[src/rtl/ksa_pkg.sv]
// ksa_pkg: shared helpers for the pipelined Kogge-Stone adder.
// Level count, pipeline register placement and the operation encoding.
package ksa_pkg;

    // Widest operand the prefix network is expected to be built for.
    localparam int KSA_MAX_PRECISION = 1024;

    typedef enum logic {
        KSA_ADD = 1'b0,
        KSA_SUB = 1'b1
    } ksa_op_e;

    // Number of prefix levels needed to cover a PRECISION-wide carry chain.
    function automatic int ksa_levels(input int width);
        return $clog2(width);
    endfunction

    // Prefix level after which pipeline register `stage` captures the network.
    function automatic int ksa_split_level(input int stage, input int stages, input int levels);
        return (stage * levels) / stages;
    endfunction

endpackage

[src/rtl/ksa_prefix_level.sv]
// ksa_prefix_level: one combinational Kogge-Stone prefix level.
// Each position combines itself with the position SPAN below it; positions
// below SPAN already hold their final group terms and pass straight through.
module ksa_prefix_level #(
    parameter int PRECISION = 32,
    parameter int SPAN      = 1
) (
    input  logic [PRECISION-1:0] g_i,
    input  logic [PRECISION-1:0] p_i,
    output logic [PRECISION-1:0] g_o,
    output logic [PRECISION-1:0] p_o
);

    // Group generate/propagate merge: (g,p)[i] o (g,p)[i-SPAN]
    always_comb begin
        g_o = g_i;
        p_o = p_i;
        for (int i = SPAN; i < PRECISION; i++) begin
            g_o[i] = g_i[i] | (p_i[i] & g_i[i - SPAN]);
            p_o[i] = p_i[i] & p_i[i - SPAN];
        end
    end

endmodule

[src/rtl/pipelined_kogge_stone_adder.sv]
// pipelined_kogge_stone_adder: A+B+cin / A-B-borrow through a pipelined
// Kogge-Stone prefix network with valid/ready flow control.
// Network position 0 carries the carry-in, so position i holds the carry into
// sum bit i once all levels are applied; carry out is formed from bit MSB.
// Optional build macro KSA_STATUS_FLAGS_EN adds zero_o and negative_o.
module pipelined_kogge_stone_adder
    import ksa_pkg::*;
#(
    parameter int PRECISION   = 32,
    parameter int PIPE_STAGES = 2
) (
    input  logic                 clk_i,
    input  logic                 rst_i,
    input  logic                 in_valid_i,
    output logic                 in_ready_o,
    input  logic [PRECISION-1:0] operand_a_i,
    input  logic [PRECISION-1:0] operand_b_i,
    input  logic                 op_sub_i,
    input  logic                 carry_i,
    output logic                 out_valid_o,
    input  logic                 out_ready_i,
    output logic [PRECISION-1:0] result_o,
    output logic                 carry_o,
    output logic                 overflow_o
`ifdef KSA_STATUS_FLAGS_EN
    ,
    output logic                 zero_o,
    output logic                 negative_o
`endif
);

    localparam int LEVELS = ksa_levels(PRECISION);
    localparam int MSB    = PRECISION - 1;

    ksa_op_e                op;
    logic [MSB:0]           b_x;
    logic                   cin;

    // Network state entering each stage; index 0 is the conditioned input.
    logic [MSB:0]           g_s     [0:PIPE_STAGES-1];
    logic [MSB:0]           p_s     [0:PIPE_STAGES-1];
    logic [MSB:0]           pb_s    [0:PIPE_STAGES-1];
    logic                   a_msb_s [0:PIPE_STAGES-1];
    logic                   b_msb_s [0:PIPE_STAGES-1];

    logic [PIPE_STAGES:1]   vld;
    logic [PIPE_STAGES:1]   rdy;

    assign op = ksa_op_e'(op_sub_i);

    // Subtraction is folded into addition: A + ~B + ~borrow
    always_comb begin
        b_x = (op == KSA_SUB) ? ~operand_b_i : operand_b_i;
        cin = (op == KSA_SUB) ? ~carry_i : carry_i;
    end

    assign g_s[0]     = {operand_a_i[MSB-1:0] & b_x[MSB-1:0], cin};
    assign p_s[0]     = {operand_a_i[MSB-1:0] ^ b_x[MSB-1:0], 1'b0};
    assign pb_s[0]    = operand_a_i ^ b_x;
    assign a_msb_s[0] = operand_a_i[MSB];
    assign b_msb_s[0] = b_x[MSB];

    // Ready ripples backward: a stage advances when empty or its successor advances
    always_comb begin
        logic r;
        r = out_ready_i;
        for (int j = PIPE_STAGES; j >= 1; j--) begin
            rdy[j] = !vld[j] || r;
            r      = rdy[j];
        end
    end

    assign in_ready_o  = rdy[1];
    assign out_valid_o = vld[PIPE_STAGES];

    for (genvar j = 1; j <= PIPE_STAGES; j++) begin : g_stage
        localparam int LO = ksa_split_level(j - 1, PIPE_STAGES, LEVELS);
        localparam int HI = ksa_split_level(j, PIPE_STAGES, LEVELS);

        logic up_vld;
        logic load;
        logic vld_d;
        logic vld_q;

        if (j == 1) begin : g_src_in
            assign up_vld = in_valid_i;
        end else begin : g_src_stage
            assign up_vld = vld[j-1];
        end

        // Prefix levels evaluated between the previous register and this one
        for (genvar k = LO; k < HI; k++) begin : g_level
            logic [MSB:0] g_in;
            logic [MSB:0] p_in;
            logic [MSB:0] g_out;
            logic [MSB:0] p_out;

            if (k == LO) begin : g_first
                assign g_in = g_s[j-1];
                assign p_in = p_s[j-1];
            end else begin : g_next
                assign g_in = g_level[k-1].g_out;
                assign p_in = g_level[k-1].p_out;
            end

            ksa_prefix_level #(
                .PRECISION (PRECISION),
                .SPAN      (1 << k)
            ) u_level (
                .g_i (g_in),
                .p_i (p_in),
                .g_o (g_out),
                .p_o (p_out)
            );
        end

        assign load   = rdy[j] && up_vld;
        assign vld[j] = vld_q;

        // Occupancy refills from upstream when the stage advances, else holds
        always_comb vld_d = rdy[j] ? up_vld : vld_q;

        // Stage occupancy flop
        always_ff @(posedge clk_i or posedge rst_i) begin
            if (rst_i) vld_q <= 1'b0;
            else       vld_q <= vld_d;
        end

        if (j < PIPE_STAGES) begin : g_mid
            logic [MSB:0] g_d,  g_q;
            logic [MSB:0] p_d,  p_q;
            logic [MSB:0] pb_d, pb_q;
            logic         am_d, am_q;
            logic         bm_d, bm_q;

            // Capture the partial prefix state only when a valid item moves in
            always_comb begin
                g_d  = g_q;
                p_d  = p_q;
                pb_d = pb_q;
                am_d = am_q;
                bm_d = bm_q;
                if (load) begin
                    g_d  = g_level[HI-1].g_out;
                    p_d  = g_level[HI-1].p_out;
                    pb_d = pb_s[j-1];
                    am_d = a_msb_s[j-1];
                    bm_d = b_msb_s[j-1];
                end
            end

            // Intermediate pipeline register
            always_ff @(posedge clk_i or posedge rst_i) begin
                if (rst_i) begin
                    g_q  <= '0;
                    p_q  <= '0;
                    pb_q <= '0;
                    am_q <= 1'b0;
                    bm_q <= 1'b0;
                end else begin
                    g_q  <= g_d;
                    p_q  <= p_d;
                    pb_q <= pb_d;
                    am_q <= am_d;
                    bm_q <= bm_d;
                end
            end

            assign g_s[j]     = g_q;
            assign p_s[j]     = p_q;
            assign pb_s[j]    = pb_q;
            assign a_msb_s[j] = am_q;
            assign b_msb_s[j] = bm_q;
        end else begin : g_last
            logic [MSB:0] carries;
            logic [MSB:0] sum;
            logic         co;
            logic         ov;
            logic         unused_p;
            logic [MSB:0] res_d, res_q;
            logic         co_d,  co_q;
            logic         ov_d,  ov_q;

            // The final group-propagate vector has no consumer.
            assign unused_p = ^g_level[HI-1].p_out;
            assign carries  = g_level[HI-1].g_out;
            assign sum      = pb_s[j-1] ^ carries;
            assign co       = (a_msb_s[j-1] & b_msb_s[j-1]) | (pb_s[j-1][MSB] & carries[MSB]);
            assign ov       = (a_msb_s[j-1] == b_msb_s[j-1]) && (sum[MSB] != a_msb_s[j-1]);

            // Result registers update only on an incoming valid item; held under stall
            always_comb begin
                res_d = res_q;
                co_d  = co_q;
                ov_d  = ov_q;
                if (load) begin
                    res_d = sum;
                    co_d  = co;
                    ov_d  = ov;
                end
            end

            // Output register
            always_ff @(posedge clk_i or posedge rst_i) begin
                if (rst_i) begin
                    res_q <= '0;
                    co_q  <= 1'b0;
                    ov_q  <= 1'b0;
                end else begin
                    res_q <= res_d;
                    co_q  <= co_d;
                    ov_q  <= ov_d;
                end
            end

            assign result_o   = res_q;
            assign carry_o    = co_q;
            assign overflow_o = ov_q;

`ifdef KSA_STATUS_FLAGS_EN
            logic zero_d, zero_q;
            logic neg_d,  neg_q;

            // Status flags travel with the result
            always_comb begin
                zero_d = zero_q;
                neg_d  = neg_q;
                if (load) begin
                    zero_d = (sum == '0);
                    neg_d  = sum[MSB];
                end
            end

            // Status flag register
            always_ff @(posedge clk_i or posedge rst_i) begin
                if (rst_i) begin
                    zero_q <= 1'b0;
                    neg_q  <= 1'b0;
                end else begin
                    zero_q <= zero_d;
                    neg_q  <= neg_d;
                end
            end

            assign zero_o     = zero_q;
            assign negative_o = neg_q;
`endif
        end
    end

endmodule

[config.mk]
export PLATFORM = sky130hd
export DESIGN_NAME = pipelined_kogge_stone_adder
export DESIGN_NICKNAME = d
export VERILOG_FILES = /design/src/rtl/ksa_pkg.sv /design/src/rtl/ksa_prefix_level.sv /design/src/rtl/pipelined_kogge_stone_adder.sv
export SDC_FILE = /design/constraint.sdc
export NUM_CORES = 1
export LEC_CHECK = 0
export BUFFER_PORTS_ARGS = -buffer_cell sky130_fd_sc_hd__buf_2
export CORE_ASPECT_RATIO = 0.6
export CORE_MARGIN = 3
export CORE_UTILIZATION = 55
export CTS_CLUSTER_DIAMETER = 30
export DETAILED_ROUTE_END_ITERATION = 16
export HOLD_SLACK_MARGIN = 0.06
export PLACE_DENSITY = 0.8
export SYNTH_ARGS = -nofsm -noshare
export SYNTH_HDL_FRONTEND = slang
export SYNTH_SLANG_ARGS = --single-unit
[constraint.sdc]
create_clock -name clk_i -period 7.9 [get_ports clk_i]
set_input_delay 0.395 -clock clk_i [delete_from_list [all_inputs] [get_ports clk_i]]
set_output_delay 0.395 -clock clk_i [all_outputs]
set_load 0.05 [all_outputs]
; ---- Word level (Yosys, flattened, before mapping)
; Cells that the tools add are included.
[totals]
register_bits = 130
latch_bits = 0
ramBits = 0
rom_bits = 0
input_bits = 70
out_inout_bits = 36
elab_cells = 386
memories = 0
[classes]
add_sub_neg = 0
n_mul = 0
n_div = 0
order_cmp = 0
n_eq_ne = 2
n_shift = 0
mux = 2
bitwise_logic = 365
n_reduce_logical = 7
[ops]
columns = op, n
row1 = $and 1x1->1, 229
row2 = $or 1x1->1, 130
row3 = $xor 32x32->32, 2
row4 = $mux 32, 1
row5 = $not 32->32, 1
row6 = $and 31x31->31, 1
row7 = $xor 31x31->31, 1
row8 = $logic_and 1x1->1, 3
row9 = $logic_not 1->1, 2
row10 = $logic_or 1x1->1, 2
row11 = $eq 1x1->1, 1
row12 = $mux 1, 1
row13 = $ne 1x1->1, 1
row14 = $not 1->1, 1

; ---- Longest topological paths before layout
; Gate-level depths: netlist of run 1.
[depth]
ltp_word = 9
mapped_depth = 9
depth_no_buf = 7

; ---- Cells and area by module
; A second synthesis of run 1 with hierarchy kept.
[hier_totals]
hier_cells = 713
area_unflattened_um2 = 8353.0
[by_module_without_submodules]
columns = module, instances, cells_per_inst, area_each_um2, seq_area_each_um2
row1 = pipelined_kogge_stone_adder, 1, 393, 6063.3, 3353.2
row2 = ksa_prefix_level (g_stage[2].g_level[4].u_level), 1, 64, 480.5, 0.0
row3 = ksa_prefix_level (g_stage[2].g_level[3].u_level), 1, 64, 466.7, 0.0
row4 = ksa_prefix_level (g_stage[2].g_level[2].u_level), 1, 64, 451.7, 0.0
row5 = ksa_prefix_level (g_stage[1].g_level[1].u_level), 1, 64, 446.7, 0.0
row6 = ksa_prefix_level (g_stage[1].g_level[0].u_level), 1, 64, 444.2, 0.0

; ---- Worst setup path after synthesis of run 1
; No wires, ideal clock.
[synth_path]
path_kind = input port to flip-flop
from = in op_sub_i
to = reg g_stage[1].g_mid.g_q[27]
setup_ps = 127
arrival_ps = 1930
t_required_ps = 7773
setup_slack_ps = 5843
path_stages = 9
path_buffers = 3
cell_sequence = buf_2 > buf_2 > xor2_1 > ha_1 > clkbuf_1 > a21o_1 > a21o_1 > a211oi_1 > a21oi_1
[synth_between]
elab_chain_cells = 6
word_cells_on_any_way = 10
classes_between = mux (1) / bitwise (9)
[synth_rtl]
columns = element, line_no
row1 = start: declaration, pipelined_kogge_stone_adder.sv:18  ; input logic op_sub_i,
row2 = $mux 32, pipelined_kogge_stone_adder.sv:53  ; b_x = (op == KSA_SUB) ? ~operand_b_i : operand_b_i;
row3 = $xor 31x31->31, pipelined_kogge_stone_adder.sv:58  ; assign p_s[0] = {operand_a_i[MSB-1:0] ^ b_x[MSB-1:0], 1'b0};
row4 = named net g_stage[1].g_level[0].p_in[25], pipelined_kogge_stone_adder.sv:94  ; logic [MSB:0] p_in;
row5 = $and 1x1->1, ksa_prefix_level.sv:19  ; g_o[i] = g_i[i] | (p_i[i] & g_i[i - SPAN]);
row6 = $or 1x1->1, ksa_prefix_level.sv:19
row7 = $and 1x1->1, ksa_prefix_level.sv:19
row8 = $or 1x1->1, ksa_prefix_level.sv:19
row9 = end signal: assignment, pipelined_kogge_stone_adder.sv:161  ; g_q <= g_d;
row10 = end: declaration, pipelined_kogge_stone_adder.sv:130  ; logic [MSB:0] g_d, g_q;
; The timed path passes the listed nets, and every way through them passes these cells.
; A chain may end at the register's enable or synchronous reset.

; ---- Worst setup path after layout of run 1
[layout_path]
from = reg g_stage[1].vld_q
to = reg g_stage[1].g_mid.g_q[0]
[layout_between]
elab_chain_cells = 3
[layout_rtl]
columns = element, line_no
row1 = start: declaration, pipelined_kogge_stone_adder.sv:83  ; logic vld_q;
row2 = start signal: assignment, pipelined_kogge_stone_adder.sv:126  ; else vld_q <= vld_d;
row3 = $logic_not 1->1, pipelined_kogge_stone_adder.sv:68  ; rdy[j] = !vld[j] || r;
row4 = $logic_or 1x1->1, pipelined_kogge_stone_adder.sv:68
row5 = $logic_and 1x1->1, pipelined_kogge_stone_adder.sv:117  ; assign load = rdy[j] && up_vld;
; Every way passes these cells.

==> results of run 1 <==
[registers in the layout, indices dropped and copies added (netlist names)]
| name | flops |
|---|---|
| g_stage.g_mid.g_q | 32 |
| g_stage.g_mid.pb_q | 32 |
| result_o | 32 |
| g_stage.g_mid.p_q | 28 |
| carry_o | 1 |
| g_stage.g_mid.am_q | 1 |
| g_stage.g_mid.bm_q | 1 |
| g_stage.vld_q | 1 |
| out_valid_o | 1 |
| overflow_o | 1 |
[cells in the mapped netlist, types with 2 or more instances]
cell and instances:
or3_1 6, buf_6 5, nor2_1 7, xnor2_1 11, a2111o_1 3, o311a_1 2, nor3_1 2, mux2_2 31
clkbuf_1 14, nand2b_1 2, o21a_1 4, a21oi_1 57, nand3_1 19, ha_1 33, a221oi_1 3, inv_1 15
mux2_1 16, o31a_1 3, and4_1 3, xor2_1 39, or4_1 12, buf_2 12, o21ai_0 71, dfrtp_1 130
o31ai_1 16, o211ai_1 8, buf_4 4, nand2_1 94, nand4_1 14, nor4_1 6, o2111ai_1 11, o21bai_1 3
a211o_1 6, a21o_1 21
[worst register-to-register path, delay by kind of cell (launching register included)]
kind | cells | cell delay [ps]
flip-flops | 1 | 580
multiplexers | 1 | 520
AND/OR/NAND/NOR | 2 | 660
buffers and inverters | 1 | 790
[power groups by stage]
| stage | Clock [mW] | Sequential [mW] | Combinational, mW |
|---|---|---|---|
| 2_1_floorplan | 0 | 1.19 | 0.391 |
| 3_3_place_gp | 0 | 0.971 | 0.835 |
| 3_5_place_dp | 0 | 0.982 | 0.855 |
| 4_1_cts | 0.748 | 0.973 | 0.862 |
| 5_1_grt | 0.779 | 0.998 | 0.933 |
| 6_report | 0.744 | 0.980 | 0.867 |
[path summary, 6_finish.rpt]
path	from	to	slack, ps
setup / recovery	g_stage[1].vld_q	g_stage[1].g_mid.g_q[0]	5240
hold / removal	rst_i	result_o[11]	120
setup reg to reg	g_stage[1].vld_q	g_stage[1].g_mid.g_q[0]	5240
hold reg to reg	carry_o	carry_o	460
max in group asynchronous	rst_i	g_stage[1].g_mid.g_q[24]	6390
min in group clk_i	in_valid_i	g_stage[1].vld_q	230
[cell families (layout without fill, tap and decap cells)]
group,count (synthesis),count (layout),share of synthesized area (%)
adders and majority gates,33,33,5.851
and+or+nand+nor,175,175,12.11
xor gates and xnor gates,50,50,6.206
buffers and inverters,51,155,3.670
muxes,47,47,7.500
AOI/OAI and AO/OA,211,211,18.56
DFF,130,130,46.10
[per-layer routing]
layer / up-vias / part of all wire (%)
met1: 2902 / 46
met3: 33 / 11
li1: 2744 / -
met4: 0 / 1.2
met2: 305 / 42
met5: - / 0
[stage by stage]
step	setup slack, ps	instances	instance area, um2
finish	5240	966	8172
global route	5121	966	8172
CTS	5322	966	8172
detailed placement	5242	934	7612
global placement	5294	934	7612
floorplan	4036	697	7057
[cell type report]
type	instances	area, um2
Clock inverter	9	81.33
Inverter	16	62.56
Tap cell	165	206.4
Clock buffer	23	478.0
Timing Repair Buffer	107	540.5
Sequential cell	130	3253
Multi-Input combinational cell	516	3550
Fill cell	942	4124
==> out/results.ini, run 1 <==
[finish]
fin_util_pct = 66.46
nets = 891
area_growth_pct = 15.80
drive_gt1_share_pct = 21.85
layout_common_cells = dfrtp_1, buf_2, nand2_1
final_common_cell = dfrtp_1
n_antenna_cell = 0

[clock_network]
cts_max_path_buffers = 2
hold_buffers = 0
post_cts_buffers = 0
h-tree-depth = 4
path_clk_slew_ps = 60
cts.repair.resized = 0
worstSkewPairLatency_ps = 410
numCtsBuffers = 17
root_buffer = clkbuf_16
clock-sinks = 130
cts_tree = done

[power]
power_density_nw_per_um2 = 317.0
pwr-share-clk_pct = 28.7
p_sw_share_pct = 39.80
intPower_mw = 1.559
p_leak_nw = 3.803
p_sw_mw = 1.031
pwr-share-comb_pct = 33.5
design_power_total_mw = 2.590
power_frac_seq_pct = 37.8
vdd_drop_max_mv = 0.1717

[global_route]
grt.met3_usage_pct = 9.526
gr-usage-all-layers_pct = 27.87
grt_pass1_wl_um = 30910
antenna_found_initial = 0
grt_pass1_vias = 5832
busiest_layer = met1
grt_max_degree = 88
use_met2_pct = 40.29
met1_usage_pct = 40.39
grt_overflow_total = 0

[timing]
tns_ps = 0
final_max_slew_viol_count = 0
max_freq_mhz = 375.9
layout_min_cycle_time_ps = 2660
hold_viol = 0
worst_slew_pin_slew_ps = 1078
maxSlewHeadroom_pct = 28.14
setup_viol = 0
skew_ps = 5.982
timing.final.crit_share_pct = 33.67
grt_setup_unrepaired = no
hold_ws_ps = 123.0

[worst_setup_path]
cp.depth = 4
path_cells = nand3b_2 > nand2_4 > buf_4 > mux2_2
r2r_cells = 4
crit_buf_inv = 1
max_stage_delay_ps = 780
worst_setup_path_end_kind = flop
arrival_ps = 2960
cp-start-kind = flop
crit_fanout = 87
criticalPathCategory = reg2reg
cp_top_family = buffers and inverters
critPathSlowestCell = buf_4
worst_ep_required_time_ps = 8200

[die]
die_x_um = 152.2
fp.dieArea_um2 = 14270
die_y_um = 93.74
start_util_pct = 57.39
boundaryPins = 106
core-area_um2 = 12300
fp-row-count = 31

[min_path]
min-delay-path-class = in2async

[placement]
numPortBuffers = 105
hpwl_um = 14170
place.gp.congestion = 0.9789

[routing]
drt_iter0_markers = 545
wirelength_um = 19740
wl_per_cell_um = 20.43
viasPerCell = 6.195
firstDrtPassIters = 5
vias = 5984
drc_errors = 0
ant_nets = 0

[synth]
synth_cell_types = 48
synth-edff-count = 0
yosys.area.top_type = dfrtp_1
synth.avg_cell_area_um2 = 10.12
synth_area_leaders = dfrtp_1, ha_1, o21ai_0
synthArstFlopShare_pct = 100.0
synth_top_area_share_pct = 46.10
synthFlopType = dfrtp_1
ys_seq_area_share_pct = 46.10
ys_ff_latch = 130
syn-instance-count = 697
syn_area_um2 = 7057
syn_nets = 800
synth-warning-count = 0

[status]
outcome = complete, no violations

[flow_run]
cap_violations = 0

Note: power is estimated with default switching activity, not from simulation.
==> inputs of run 2 (changes only) <==
CORE_UTILIZATION = 52   (was 55)
clock period = 2.4 ns   (was 7.9 ns; I/O delays follow)
==> run 2 against run 1 <==
First-iteration DRC count is 9.9% higher. Global-route usage fell by 0.43 points. Critical endpoint is now overflow_o. Hold slack worse by 12 ps. Sequential cell count is the same. Sequential share of layout area decreased by 1.0 points. Utilization down 2.2 points. Non-clock buffer count rose by 17. Worst setup slack lost 5000 ps. Count of clock-buffer cells in the layout unchanged. Clock power rose to 3.5 times the previous value. Fmax rose by 23%. Total power rose to 3.4 times the previous value.
==> out/results.ini, run 2 (synthesis gave the netlist of run 1 again) <==
[status]
outcome = complete, no violations

[routing]
ant_nets = 0  ; unchanged
firstDrtPassIters = 5  ; unchanged
wirelength_um = 20030  ; +1.5%
drc_errors = 0  ; unchanged
vias = 6084  ; +1.7%
wl_per_cell_um = 20.28  ; -0.75%
viasPerCell = 6.158  ; -0.59%
drt_iter0_markers = 599  ; +9.9%

[flow_run]
cap_violations = 0  ; unchanged

[worst_setup_path]
arrival_ps = 2480  ; -480 ps
max_stage_delay_ps = 540  ; -240 ps
cp-start-kind = flop
path_cells = or4_1 > o21ai_0 > or2_2 > o21ai_0 > ha_1 > xnor2_1 > o31ai_1
crit_fanout = 7  ; -92%
criticalPathCategory = reg2reg
critPathSlowestCell = or4_1
worst_setup_path_end_kind = flop
worst_ep_required_time_ps = 2720  ; -5480 ps
crit_top_cell = o21ai_0

[die]
core-area_um2 = 13050  ; +6.2%
fp.dieArea_um2 = 15050  ; +5.5%
boundaryPins = 106  ; unchanged
die_y_um = 96.24  ; +2.7%
fp-row-count = 32  ; +3.2%
die_x_um = 156.4  ; +2.7%
start_util_pct = 54.06  ; -3.3 points

[clock_network]
numCtsBuffers = 17  ; unchanged
worstSkewPairLatency_ps = 410  ; about the same
cts_tree = done
path_clk_slew_ps = 60  ; about the same
cts.repair.resized = 0  ; unchanged
cts_max_path_buffers = 2  ; unchanged
h-tree-depth = 4  ; unchanged
root_buffer = clkbuf_16
post_cts_buffers = 0  ; unchanged
clock-sinks = 130  ; unchanged

[timing]
hold_viol = 0  ; unchanged
grt_setup_unrepaired = no
hold_ws_ps = 111.4  ; -11.60 ps
setup_viol = 0  ; unchanged
layout_min_cycle_time_ps = 2159  ; -500.7 ps
tns_ps = 0  ; unchanged
skew_ps = 7.463  ; +1.481 ps
maxSlewHeadroom_pct = 48.47  ; +20 points
worst_slew_pin_slew_ps = 771.3  ; -306.5 ps
max_freq_mhz = 463.1  ; +23%
final_max_slew_viol_count = 0  ; unchanged
timing.final.crit_share_pct = 89.98  ; +56 points

[global_route]
grt_overflow_total = 0  ; unchanged
grt_max_degree = 75  ; -15%
gr-usage-all-layers_pct = 27.44  ; -0.43 points
antenna_found_initial = 0  ; unchanged
grt_pass1_wl_um = 31720  ; +2.6%
grt_pass1_vias = 6022  ; +3.3%

[placement]
hpwl_um = 14840  ; +4.8%
place.gp.congestion = 0.9998  ; +2.1%
numPortBuffers = 105  ; unchanged
dpl.cell_count = 952  ; +1.9%

[power]
p_leak_nw = 3.903  ; +2.6%
vdd_drop_max_mv = 0.5249  ; +210%
power_density_nw_per_um2 = 1036  ; +230%

[finish]
layout_common_cells = dfrtp_1, buf_2, nand2_1
drive_gt1_share_pct = 22.98  ; +1.1 points
multiInputGateArea_um2 = 3550  ; unchanged
area_growth_pct = 18.90
n_antenna_cell = 0  ; unchanged
final_common_cell = dfrtp_1
nFillCells = 1078  ; +14%
nets = 908  ; +1.9%
layoutNonFillerInstCount = 988  ; +2.3%
regArea_um2 = 3253  ; unchanged

[min_path]
min-delay-path-class = in2reg

## run 2: critical path: cells and delay by family, from the launching register on
| family | cells | cell delay (ps) |
|---|---|---|
| compound gates | 3 | 450 |
| xor+xnor | 1 | 140 |
| fa+ha+maj | 1 | 330 |
| flops | 1 | 430 |
| simple gates | 2 | 720 |
## run 2: final timing paths
check,startpoint,to,slack (ps),depth (start not counted)
max,g_stage[1].g_mid.g_q[15],overflow_o,240,7
min,operand_b_i[31],g_stage[1].g_mid.bm_q,110,3
max reg2reg,g_stage[1].g_mid.g_q[15],overflow_o,240,7
min reg2reg,carry_o,carry_o,470,2
max in group asynchronous,rst_i,g_stage[1].g_mid.p_q[22],1230,4
min in group asynchronous,rst_i,g_stage[1].g_mid.p_q[11],400,3
## run 2: cell type report
| cell class | instances | share of cell area [%] |
|---|---|---|
| flip-flops and latches | 130 | 38.77 |
| clock inverters | 9 | 1.253 |
| clock buffers | 23 | 5.696 |
| well taps | 170 | 2.535 |
| repair buffers | 124 | 8.679 |
| inverters | 16 | 0.7605 |
| multi-input cells | 516 | 42.31 |
## run 2: through the flow
stage          util, %  cell area (um2)  setup WS [ps]  power [mW]
2_1_floorplan        -             7061          412.7       5.218
3_3_place_gp     59.51             7767          336.5       5.982
3_5_place_dp     59.51             7767          250.6       6.099
4_1_cts          64.28             8391          238.9       8.668
5_1_grt          64.28             8391          157.4       9.110
6_report         64.28             8391          240.6       8.688
## run 2: power by group
group	switching [mW]	internal (mW)	leakage [nW]
registers	0.464	2.74	1.61
clock network	0.963	1.61	0.275
logic	1.98	0.935	2.01
## run 2: timing repair
item / in CTS / in global routing
endpoints found under the setup margin: 0 / 0
endpoints found under the hold margin: 31 / 0
hold buffers: 4 / 0
## run 2: per-layer routing
metal	part of all wire [%]	track usage, %	wire length (um)	vias to the layer above
met5	0	0	0	-
met4	1.3	8.667	269	0
met3	9.1	6.514	1815	29
met2	43	40.08	8583	283
met1	47	40.36	9365	2997
li1	-	-	-	2775
==> inputs of run 3 (changes only) <==
PLACE_DENSITY = 0.82   (was 0.8)
SKIP_CTS_REPAIR_TIMING = 1   (was unset)
==> run 3 against run 2 <==
Routed wire length shrank 3.9%. Non-clock buffer count fell by 1. Clock power is 9.7% higher. Die area did not move. Critical path depth did not move. Register-to-register slack barely moved. Via count fell by 0.15%. Critical path type unchanged. Critical endpoint unchanged. Largest cell class unchanged.
==> out/results.ini, run 3 (synthesis gave the netlist of run 1 again) <==
[status]
outcome = complete, no violations

[die]
core-area_um2 = 13050  ; unchanged
fp.dieArea_um2 = 15050  ; unchanged
die_y_um = 96.24  ; unchanged
start_util_pct = 54.06  ; unchanged
fp-row-count = 32  ; unchanged
boundaryPins = 106  ; unchanged
die_x_um = 156.4  ; unchanged

[worst_setup_path]
crit_buf_inv = 0  ; unchanged
crit_fanout = 7  ; unchanged
reg2reg_slack_ps = 240  ; about the same
critPathSlowestCell = or4_1
crit_top_cell = o21ai_0
arrival_ps = 2480  ; about the same
cp_top_family = simple AND/OR/NAND/NOR gates
path_cells = or4_1 > o21ai_0 > or2_2 > o21ai_0 > ha_1 > xnor2_1 > o31ai_1
worst_ep_required_time_ps = 2720  ; about the same
cp-start-kind = flop
max_stage_delay_ps = 520  ; -20 ps
worst_setup_path_end_kind = flop
criticalPathCategory = reg2reg

[power]
vdd_drop_max_mv = 0.4335  ; -17%
p_leak_nw = 3.950  ; +1.2%
power_density_nw_per_um2 = 1055  ; +1.9%

[clock_network]
path_clk_slew_ps = 60  ; about the same
numCtsBuffers = 17  ; unchanged
h-tree-depth = 4  ; unchanged
worstSkewPairLatency_ps = 410  ; about the same
root_buffer = clkbuf_16
cts_max_path_buffers = 2  ; unchanged
cts_tree = done
clock-sinks = 130  ; unchanged

[finish]
nets = 907  ; -0.11%
final_common_cell = dfrtp_1
nFillCells = 1054  ; -2.2%
n_antenna_cell = 0  ; unchanged
drive_gt1_share_pct = 23.13  ; +0.15 points
area_growth_pct = 19.96
layout_common_cells = dfrtp_1, buf_2, nand2_1

[timing]
maxSlewHeadroom_pct = 43.39  ; -5.1 points
skew_ps = 5.269  ; -2.194 ps
final_max_slew_viol_count = 0  ; unchanged
max_freq_mhz = 463.5  ; about the same
timing.final.crit_share_pct = 89.89  ; about the same
worst_slew_pin_slew_ps = 849.1  ; +77.80 ps
layout_min_cycle_time_ps = 2157  ; -2.015 ps
setup_viol = 0  ; unchanged
hold_ws_ps = 54.24  ; -57.17 ps
tns_ps = 0  ; unchanged
grt_setup_unrepaired = no
hold_viol = 0  ; unchanged

[global_route]
antenna_found_initial = 0  ; unchanged
gr-usage-all-layers_pct = 26.41  ; -1.0 points
grt_max_degree = 50  ; -33%
grt_pass1_wl_um = 30420  ; -4.1%
grt_pass1_vias = 5740  ; -4.7%
grt_overflow_total = 0  ; unchanged

[routing]
viasPerCell = 6.155  ; about the same
ant_nets = 0  ; unchanged
firstDrtPassIters = 6  ; +1
vias = 6075  ; -0.15%
drt_iter0_markers = 754  ; +26%
wirelength_um = 19250  ; -3.9%
drc_errors = 0  ; unchanged
wl_per_cell_um = 19.50  ; -3.8%

[placement]
numPortBuffers = 105  ; unchanged
hpwl_um = 14120  ; -4.9%
place.gp.congestion = 0.9355  ; -6.4%

[flow_run]
cap_violations = 0  ; unchanged

[min_path]
min-delay-path-class = in2reg

==> run 3: changes by cell type in the layout (fill, tap and decap cells not counted) <==
| cell | change |
|---|---|
| bufinv_16 | +3 |
| clkinvlp_4 | -3 |
| buf_12 | +2 |
| buf_4 | -2 |
| clkinv_2 | +2 |
| dlygate4sd3_1 | -1 |
| clkbuf_8 | -1 |
| clkbuf_1 | -1 |
==> run 3: worst min-delay path, stage by stage <==
cell	delay, ps
buf_2	90
xnor2_1	80
o21ai_0	140
==> run 3: stage by stage <==
step	power (mW)	cells	utilization [%]	cell area, um2	setup WS, ps
after floorplan	5.218	697	-	7061	412.7
after global placement	5.989	952	59.70	7792	311.4
after detailed placement	6.069	952	59.70	7792	260.9
after CTS	8.920	984	64.63	8436	249.7
after global routing	9.337	987	64.86	8466	90.20
final	8.930	987	64.86	8466	242.6
==> run 3: layer usage <==
layer,GRT usage (%),vias to the layer above,share of wire [%]
li1,-,2759,-
met3,8.356,35,11
met4,7.502,0,1.5
met2,36.93,329,42
met1,39.17,2952,45
met5,0,-,0
==> run 3: power by group <==
group          switching, mW  internal, mW  total (mW)  leakage [nW]
Clock                  0.930          1.89        2.82         0.317
Sequential             0.473          2.74        3.21          1.61
Combinational           1.96         0.938        2.90          2.02
Total                   3.37          5.56        8.93          3.95
==> run 3: final cells by class <==
type / instances / area (um2) / area share [%]
flip-flops and latches: 130 / 3253 / 38.43
inverters: 16 / 63.81 / 0.7538
clock buffers: 21 / 460.4 / 5.439
clock inverters: 11 / 182.7 / 2.158
repair buffers: 123 / 743.2 / 8.779
multi-input cells: 516 / 3550 / 41.93
well taps: 170 / 212.7 / 2.513
==> run 3: path summary, 6_finish.rpt <==
check,start,to,cells past startpoint
worst max-delay path,g_stage[1].g_mid.g_q[15],overflow_o,7
worst min-delay path,operand_b_i[31],g_stage[1].g_mid.bm_q,3
worst max register to register,g_stage[1].g_mid.g_q[15],overflow_o,7
worst min register to register,result_o[7],result_o[7],2
max in group asynchronous,rst_i,g_stage[1].g_mid.pb_q[1],4
min in group asynchronous,rst_i,g_stage[1].g_mid.p_q[7],3
